## src/rtl/reg_dump_uart_tx.sv

```systemverilog
// Streams a snapshot of the 176-bit register display bus as UART 8N1 bytes.
// Optional REG_DUMP_HEADER_EN adds a 0xA5 header and an XOR checksum byte.
module reg_dump_uart_tx #(
  parameter int CLKS_PER_BIT = 434,
  parameter int NUM_REGS     = 11
) (
  input  logic                  CLK,
  input  logic                  RST,
  input  logic                  start,
  input  logic [16*NUM_REGS-1:0] regs_in,
  output logic                  tx,
  output logic                  busy,
  output logic                  done
);

  localparam int W  = 16 * NUM_REGS;
  localparam int NB = 2 * NUM_REGS;
`ifdef REG_DUMP_HEADER_EN
  localparam logic [4:0] LAST = 5'(NB + 1);
`else
  localparam logic [4:0] LAST = 5'(NB - 1);
`endif
  localparam logic [15:0] BIT_END = 16'(CLKS_PER_BIT - 1);

  typedef enum logic [1:0] {
    IDLE,
    START,
    DATA,
    STOP
  } state_t;

  state_t         state, state_n;
  logic [15:0]    cnt, cnt_n;
  logic [2:0]     idx, idx_n;
  logic [4:0]     nbyte, nbyte_n;
  logic [W-1:0]   snap, snap_n;
  logic           tx_n, busy_n, done_n;
  logic [7:0]     data [NB];
  logic [7:0]     cur;
  logic           bit_end;

  always_comb begin
    for (int i = 0; i < NB; i++)
      data[i] = snap[W-1-8*i -: 8];
  end

`ifdef REG_DUMP_HEADER_EN
  logic [7:0] csum;

  always_comb begin
    csum = '0;
    for (int i = 0; i < NB; i++)
      csum = csum ^ data[i];
  end

  always_comb begin
    if (nbyte == 5'd0)
      cur = 8'hA5;
    else if (nbyte == LAST)
      cur = csum;
    else
      cur = data[nbyte - 5'd1];
  end
`else
  always_comb cur = data[nbyte];
`endif

  assign bit_end = (cnt == BIT_END);

  always_comb begin
    state_n = state;
    cnt_n   = bit_end ? '0 : cnt + 16'd1;
    idx_n   = idx;
    nbyte_n = nbyte;
    snap_n  = snap;
    tx_n    = tx;
    busy_n  = busy;
    done_n  = 1'b0;
    unique case (state)
      IDLE: begin
        cnt_n = '0;
        tx_n  = 1'b1;
        if (start) begin
          snap_n  = regs_in;
          busy_n  = 1'b1;
          state_n = START;
          tx_n    = 1'b0;
          nbyte_n = '0;
          idx_n   = '0;
        end
      end
      START: begin
        if (bit_end) begin
          state_n = DATA;
          idx_n   = '0;
          tx_n    = cur[0];
        end
      end
      DATA: begin
        if (bit_end) begin
          if (idx == 3'd7) begin
            state_n = STOP;
            tx_n    = 1'b1;
          end else begin
            idx_n = idx + 3'd1;
            tx_n  = cur[3'(idx + 3'd1)];
          end
        end
      end
      STOP: begin
        if (bit_end) begin
          if (nbyte == LAST) begin
            state_n = IDLE;
            busy_n  = 1'b0;
            done_n  = 1'b1;
            tx_n    = 1'b1;
          end else begin
            state_n = START;
            tx_n    = 1'b0;
            nbyte_n = nbyte + 5'd1;
          end
        end
      end
    endcase
  end

  always_ff @(posedge CLK or negedge RST) begin
    if (!RST) begin
      state <= IDLE;
      cnt   <= '0;
      idx   <= '0;
      nbyte <= '0;
      snap  <= '0;
      tx    <= 1'b1;
      busy  <= 1'b0;
      done  <= 1'b0;
    end else begin
      state <= state_n;
      cnt   <= cnt_n;
      idx   <= idx_n;
      nbyte <= nbyte_n;
      snap  <= snap_n;
      tx    <= tx_n;
      busy  <= busy_n;
      done  <= done_n;
    end
  end

endmodule

```

## config.mk

```make
export PLATFORM = sky130hd
export DESIGN_NAME = reg_dump_uart_tx
export DESIGN_NICKNAME = d
export VERILOG_FILES = /design/src/rtl/reg_dump_uart_tx.sv
export SDC_FILE = /design/constraint.sdc
export NUM_CORES = 1
export LEC_CHECK = 0
export CORE_ASPECT_RATIO = 1.25
export CORE_MARGIN = 4
export CORE_UTILIZATION = 35
export DETAILED_ROUTE_END_ITERATION = 8
export PLACE_DENSITY = 0.64
export SLEW_MARGIN = 20
export SYNTH_ARGS = -nofsm -noshare
export SYNTH_HDL_FRONTEND = slang
export SYNTH_SLANG_ARGS = --single-unit
```

## constraint.sdc

```tcl
create_clock -name CLK -period 2 [get_ports CLK]
set_input_delay 0.2 -clock CLK [delete_from_list [all_inputs] [get_ports CLK]]
set_output_delay 0.2 -clock CLK [all_outputs]
set_load 0.02 [all_outputs]
```

### After elaboration in Yosys (flattened, before gate mapping)

Cells that the tools add are included.

| cells by class | value |
|---|---|
| add/sub/neg operators | 3 |
| reductions and logical operators | 9 |
| muxes and demuxes | 36 |
| bitwise operators | 1 |
| $lt $le $gt $ge | 2 |
| equality and inequality tests | 14 |

Operators by type and width:

| kind | number |
|---|---|
| $bmux W8 S5 | 1 |
| $mux W16 | 2 |
| $add A16 B1 Y16 const B | 1 |
| $eq A16 B9 Y1 const B | 1 |
| $mux W8 | 2 |
| $ne A2 B2 Y1 const B | 8 |
| $mux W5 | 3 |
| $mux W1 | 13 |
| $mux W3 | 4 |
| $mux W2 | 5 |
| $pmux W5 S2 | 1 |
| $reduce_and A5 Y1 | 2 |
| $pmux W3 S3 | 1 |
| $pmux W2 S4 | 1 |
| $reduce_and A4 Y1 | 2 |
| $ge A6 B6 Y1 const B | 1 |
| $not A5 Y6 | 1 |
| $add A5 B1 Y5 const B | 1 |
| $eq A5 B5 Y1 const B | 1 |
| $eq A2 B2 Y1 const B | 2 |
| $lt A3 B4 Y1 const B | 1 |
| $pmux W1 S4 | 1 |
| $add A3 B1 Y3 const B | 1 |
| $bmux W1 S3 | 1 |
| other kinds (8) | 8 |

| word-level totals | value |
|---|---|
| output and inout bits | 3 |
| logic and storage cells | 73 |
| flip-flop bits (word level) | 205 |

### Depth between registers and ports, before layout

| depth | value |
|---|---|
| depth in word-level cells | 9 |
| mapped depth | 10 |
| depth with buffers taken out | 9 |

### Worst setup path after synthesis

OpenSTA, ideal clock, no wires.

| timing path | value |
|---|---|
| kind | reg2reg |
| start point | reg nbyte[1] |
| end point | reg tx |
| period minus slack after synthesis | 2.161 ns |
| slack | -0.161 ns |
| data arrival time | 2.081 ns |
| data required time | 1.919 ns |
| stages on the path, launching flop included | 11 |
| setup time | 0.081 ns |
| path through | dfrtp_1 > clkbuf_1 > inv_1 > buf_2 > ha_1 > and3_1 > nand2_1 > or2b_1 > a221o_1 > a211oi_2 > nor3_1 |

| on the way | value |
|---|---|
| word-level cells in the longest chain between the ends | 9 |
| elaborated cells on any way between the ends | 13 |
| those cells by class | eq/ne (1); mux (11); bitwise (1) |

RTL lines:

| item | RTL line | RTL |
|---|---|---|
| start, declared | 35 | `logic [4:0] nbyte, nbyte_n;` |
| start signal, assigned | 141 | `nbyte <= nbyte_n;` |
| $not A5 Y6 (implied by the code) | 65 | `always_comb cur = data[nbyte];` |
| $bmux W8 S5 | 65 |  |
| $mux W8 (implied by the code) (2 in a row) | 65 |  |
| $bmux W1 S3 | 106 | `tx_n = cur[3'(idx + 3'd1)];` |
| $mux W1 (implied by the code) | 106 |  |
| $mux W1 | 101 | `if (idx == 3'd7) begin` |
| $mux W1 | 100 | `if (bit_end) begin` |
| $pmux W1 S4 (*) | 79 | `unique case (state)` |
| end signal, assigned | 143 | `tx <= tx_n;` |
| end, declared | 11 | `output logic tx,` |

Every way passes the cells marked *; elsewhere a longest branch is shown, timed or not. The select of a mux whose other input is x is not followed.
A chain may end at the register's enable or synchronous reset.

### Worst setup path in the final report

| timing path | value |
|---|---|
| start point | reg nbyte[0] |
| end point | reg tx |

The elaborated chain is that of the path after synthesis.

==> flow_metrics.env <==
export IMPL_p_per_area_mw_per_mm2=676
export IMPL_yosysWarnings=0
export IMPL_arrival_ns=2.73
export IMPL_die_area_mm2=0.0304
export IMPL_violations="negative setup slack"
export IMPL_fin_ws_ns=-0.290
export IMPL_cts_buffers_inserted=23
export IMPL_grt_pass1_wl_um=40800
export IMPL_p_clk_share_pct=49.1
export IMPL_syn_area_per_cell_um2=13.7
export IMPL_viasPerCell=5.07
export IMPL_yosysTopAreaCellShare_pct=52.7
export IMPL_p_switching_mw=1.84
export IMPL_critPathCaptureType="register"
export IMPL_yosys_area_top_type="dfrtp_1"
export IMPL_power_mw=9.08
export IMPL_synth_edf_count=0
export IMPL_synth_commonest_cells="dfrtp_1 (204), mux2_2 (186), nand2_1 (38), nor2_1 (33), mux4_2 (21)"
export IMPL_cp_depth=9
export IMPL_synth_seq_cells=205
export IMPL_combPwrFrac_pct=5.3
export IMPL_synth_most_common_cell="dfrtp_1"
export IMPL_seqPwrFrac_pct=45.7
export IMPL_reg2regPathDepth=9
export IMPL_place_inst=1266
export IMPL_wire_per_inst_um=19.9
export IMPL_via_count=6691
export IMPL_ys_flop_type="dfrtp_1"
export IMPL_grt_usage_pct=17.1
export IMPL_cp_start_kind="register"
export IMPL_tightest_slew_ns=0.581
export IMPL_cts_clk_slew_worst_paths_ns=0.07
export IMPL_cp_startpoint="nbyte[0]$_DFFE_PN0P_"
export IMPL_r2r_slack_ns=-0.29
export IMPL_drive_above_1_share_pct=35.9
export IMPL_grt_max_degree=68
export IMPL_endpoint="tx$_DFFE_PN1P_"
export IMPL_status="finished with violations"
export IMPL_cts_tree="done"
export IMPL_die_w_um=157
export IMPL_nets=1147
export IMPL_core_rowCount=67
export IMPL_grt_pass1_vias=7260
export IMPL_ant_nets=0
export IMPL_clock_latency_ns=0.51
export IMPL_syn_to_final_growth_pct=38.7
export IMPL_die_h_um=194
export IMPL_antenna_found_initial=2
export IMPL_drc=0
export IMPL_rsz0062_at_grt="yes"
export IMPL_cp_required_ns=2.44
export IMPL_cpLargestDelayFamily="compound AO/OA/AOI/OAI gates"
export IMPL_postSynth_asyncResetShare_pct=100
export IMPL_slowest_stage="dfrtp_4"
export IMPL_overflow=0
export IMPL_ir_drop_mv=0.472
export IMPL_synth_cell_type_count=58
export IMPL_io_buffers=181
export IMPL_crit_fanout=5
export IMPL_cts_buffer_depth=3
export IMPL_utilization_pct=49.6
export IMPL_reg2reg_from="nbyte[0]$_DFFE_PN0P_"
export IMPL_synth_nets=897
export IMPL_yosysSeqAreaShare_pct=53.0
export IMPL_stdcell_count=1320
export IMPL_wirelength_um=26200
export IMPL_core_mm2=0.0271
export IMPL_fmax_mhz=437
export IMPL_rr_endpoint="tx$_DFFE_PN1P_"
export IMPL_dr_pass1_iters=4
export IMPL_holdWs_ns=0.216
export IMPL_ios=182
export IMPL_path_cells="buf_12 -> buf_8 -> buf_4 -> mux4_2 -> nand3_1 -> nand4_1 -> a221o_1 -> a211oi_2 -> nor3_1"
export IMPL_hold_class="in2async"
export IMPL_syn_inst=708
export IMPL_pre_cts_slack_ns=-0.353
export IMPL_dpl_hpwl_um=19600
export IMPL_root_buffer="clkbuf_16"
export IMPL_swShare_pct=20.2
export IMPL_internal_power_mw=7.24
export IMPL_setup_viol=6
export IMPL_finalHoldViolations=0
export IMPL_p_leak_nw=6.44
export IMPL_critPathKind="reg2reg"
export IMPL_synth_area_mm2=0.00968
export IMPL_maxSlewHeadroom_pct=61.3
export IMPL_finClkSkew_ns=0.0138
export IMPL_fin_crit_sh_pct=115
export IMPL_max_cap_violations=0
export IMPL_synthTopCellsByArea="dfrtp_1 (53%), mux2_2 (22%), mux4_2 (4.9%)"
export IMPL_path_buf_inv=3
export IMPL_drv_slew=0
export IMPL_cts_sinks=205
export IMPL_place_congestion=0.876
export IMPL_htree_num_levels=1
export IMPL_slowest_delay_ns=0.52
export IMPL_start_util_pct=35.8
export IMPL_drt_iter0_markers=378
export IMPL_period_needed_ns=2.29
[area by class of cell]
class | instances | area (µm²)
Antenna cell | 2 | 5.00
Clock buffer | 32 | 649
Clock inverter | 8 | 145
Fill cell | 2360 | 13600
Inverter | 7 | 26.3
Multi-Input combinational cell | 454 | 4370
Sequential cell | 205 | 5130
Tap cell | 345 | 432
Timing Repair Buffer | 267 | 2660
[placed cells by master, fill, tap and decap left out, drive strengths merged, types with 17 or more instances in the layout]
cell / synthesis / routed
dfrtp: 204 / 204
mux2: 186 / 186
clkdlybuf4s50: 0 / 180
buf: 23 / 86
nand2: 38 / 38
nor2: 33 / 33
clkbuf: 19 / 32
mux4: 29 / 29
mux2i: 18 / 18
o21ai: 17 / 17
[through the flow]
step / cell area, µm² / setup TNS, ns
final: 13400 / -0.518
after global routing: 13400 / -0.937
after CTS: 13300 / -0.461
after detailed placement: 12400 / -0.405
after global placement: 12400 / -0.326
after floorplan: 9690 / -6.67
[power by group through the flow]
stage	Clock [mW]	Sequential, mW	Combinational, mW
6_report	4.46	4.15	0.478
3_5_place_dp	0	4.22	0.486
3_3_place_gp	0	4.22	0.488
2_1_floorplan	0	4.22	0.00416
4_1_cts	4.56	4.15	0.490
5_1_grt	4.73	4.14	0.515
[repair_timing]
item / 4_1_cts / 5_1_grt
gates resized for setup: 20 / 24
hold buffers: 1 / 0
hold endpoints to repair: 56 / 0
buffers inserted: 4 / 8
pin swaps: 6 / 16
endpoints found under the setup margin: 3 / 10
[worst reg2reg max path, stage by stage, from the launching register on]
cell and delay (ns):
dfrtp_4 0.52, buf_12 0.15, buf_8 0.12, buf_4 0.13, mux4_2 0.47, nand3_1 0.11
nand4_1 0.14, a221o_1 0.38, a211oi_2 0.16, nor3_1 0.06
[cells by family (layout without fill, tap and decap cells)]
group           count (synthesis)  in the layout  synth area share [%]
mux                           233            233                  30.6
flops                         205            205                  53.0
simple gates                  126            126                  6.20
compound gates                 70             70                  4.95
buf+inv                        49            314                  2.64
xor+xnor                       15             15                  1.36
fa+ha+maj                      10             10                  1.29
other cells                     0              2                     0
[state kept, by name (all words and copies together), names as in the netlist]
signal and cells:
busy 1, cnt 16, data 176, done 1, idx 3, nbyte 5, state 2, tx 1
[metal layers]
layer | vias to the layer above | track usage, % | wire [µm]
met5 | - | 0 | 0
met2 | 169 | 30.1 | 13700
met1 | 3368 | 21.5 | 10600
li1 | 3112 | - | -
met4 | 0 | 5.05 | 657
met3 | 42 | 2.63 | 1220
[worst min path at each step]
stage / cells after the start / to / from
2_1_floorplan: 0 / busy$_DFFE_PN0P_ / RST
3_3_place_gp: 1 / data[15]$_DFFE_PN0P_ / RST
3_5_place_dp: 1 / data[15]$_DFFE_PN0P_ / RST
4_1_cts: 2 / data[15]$_DFFE_PN0P_ / RST
5_1_grt: 2 / data[7]$_DFFE_PN0P_ / RST
6_report: 2 / data[15]$_DFFE_PN0P_ / RST
(Power assumes the default switching activity.)
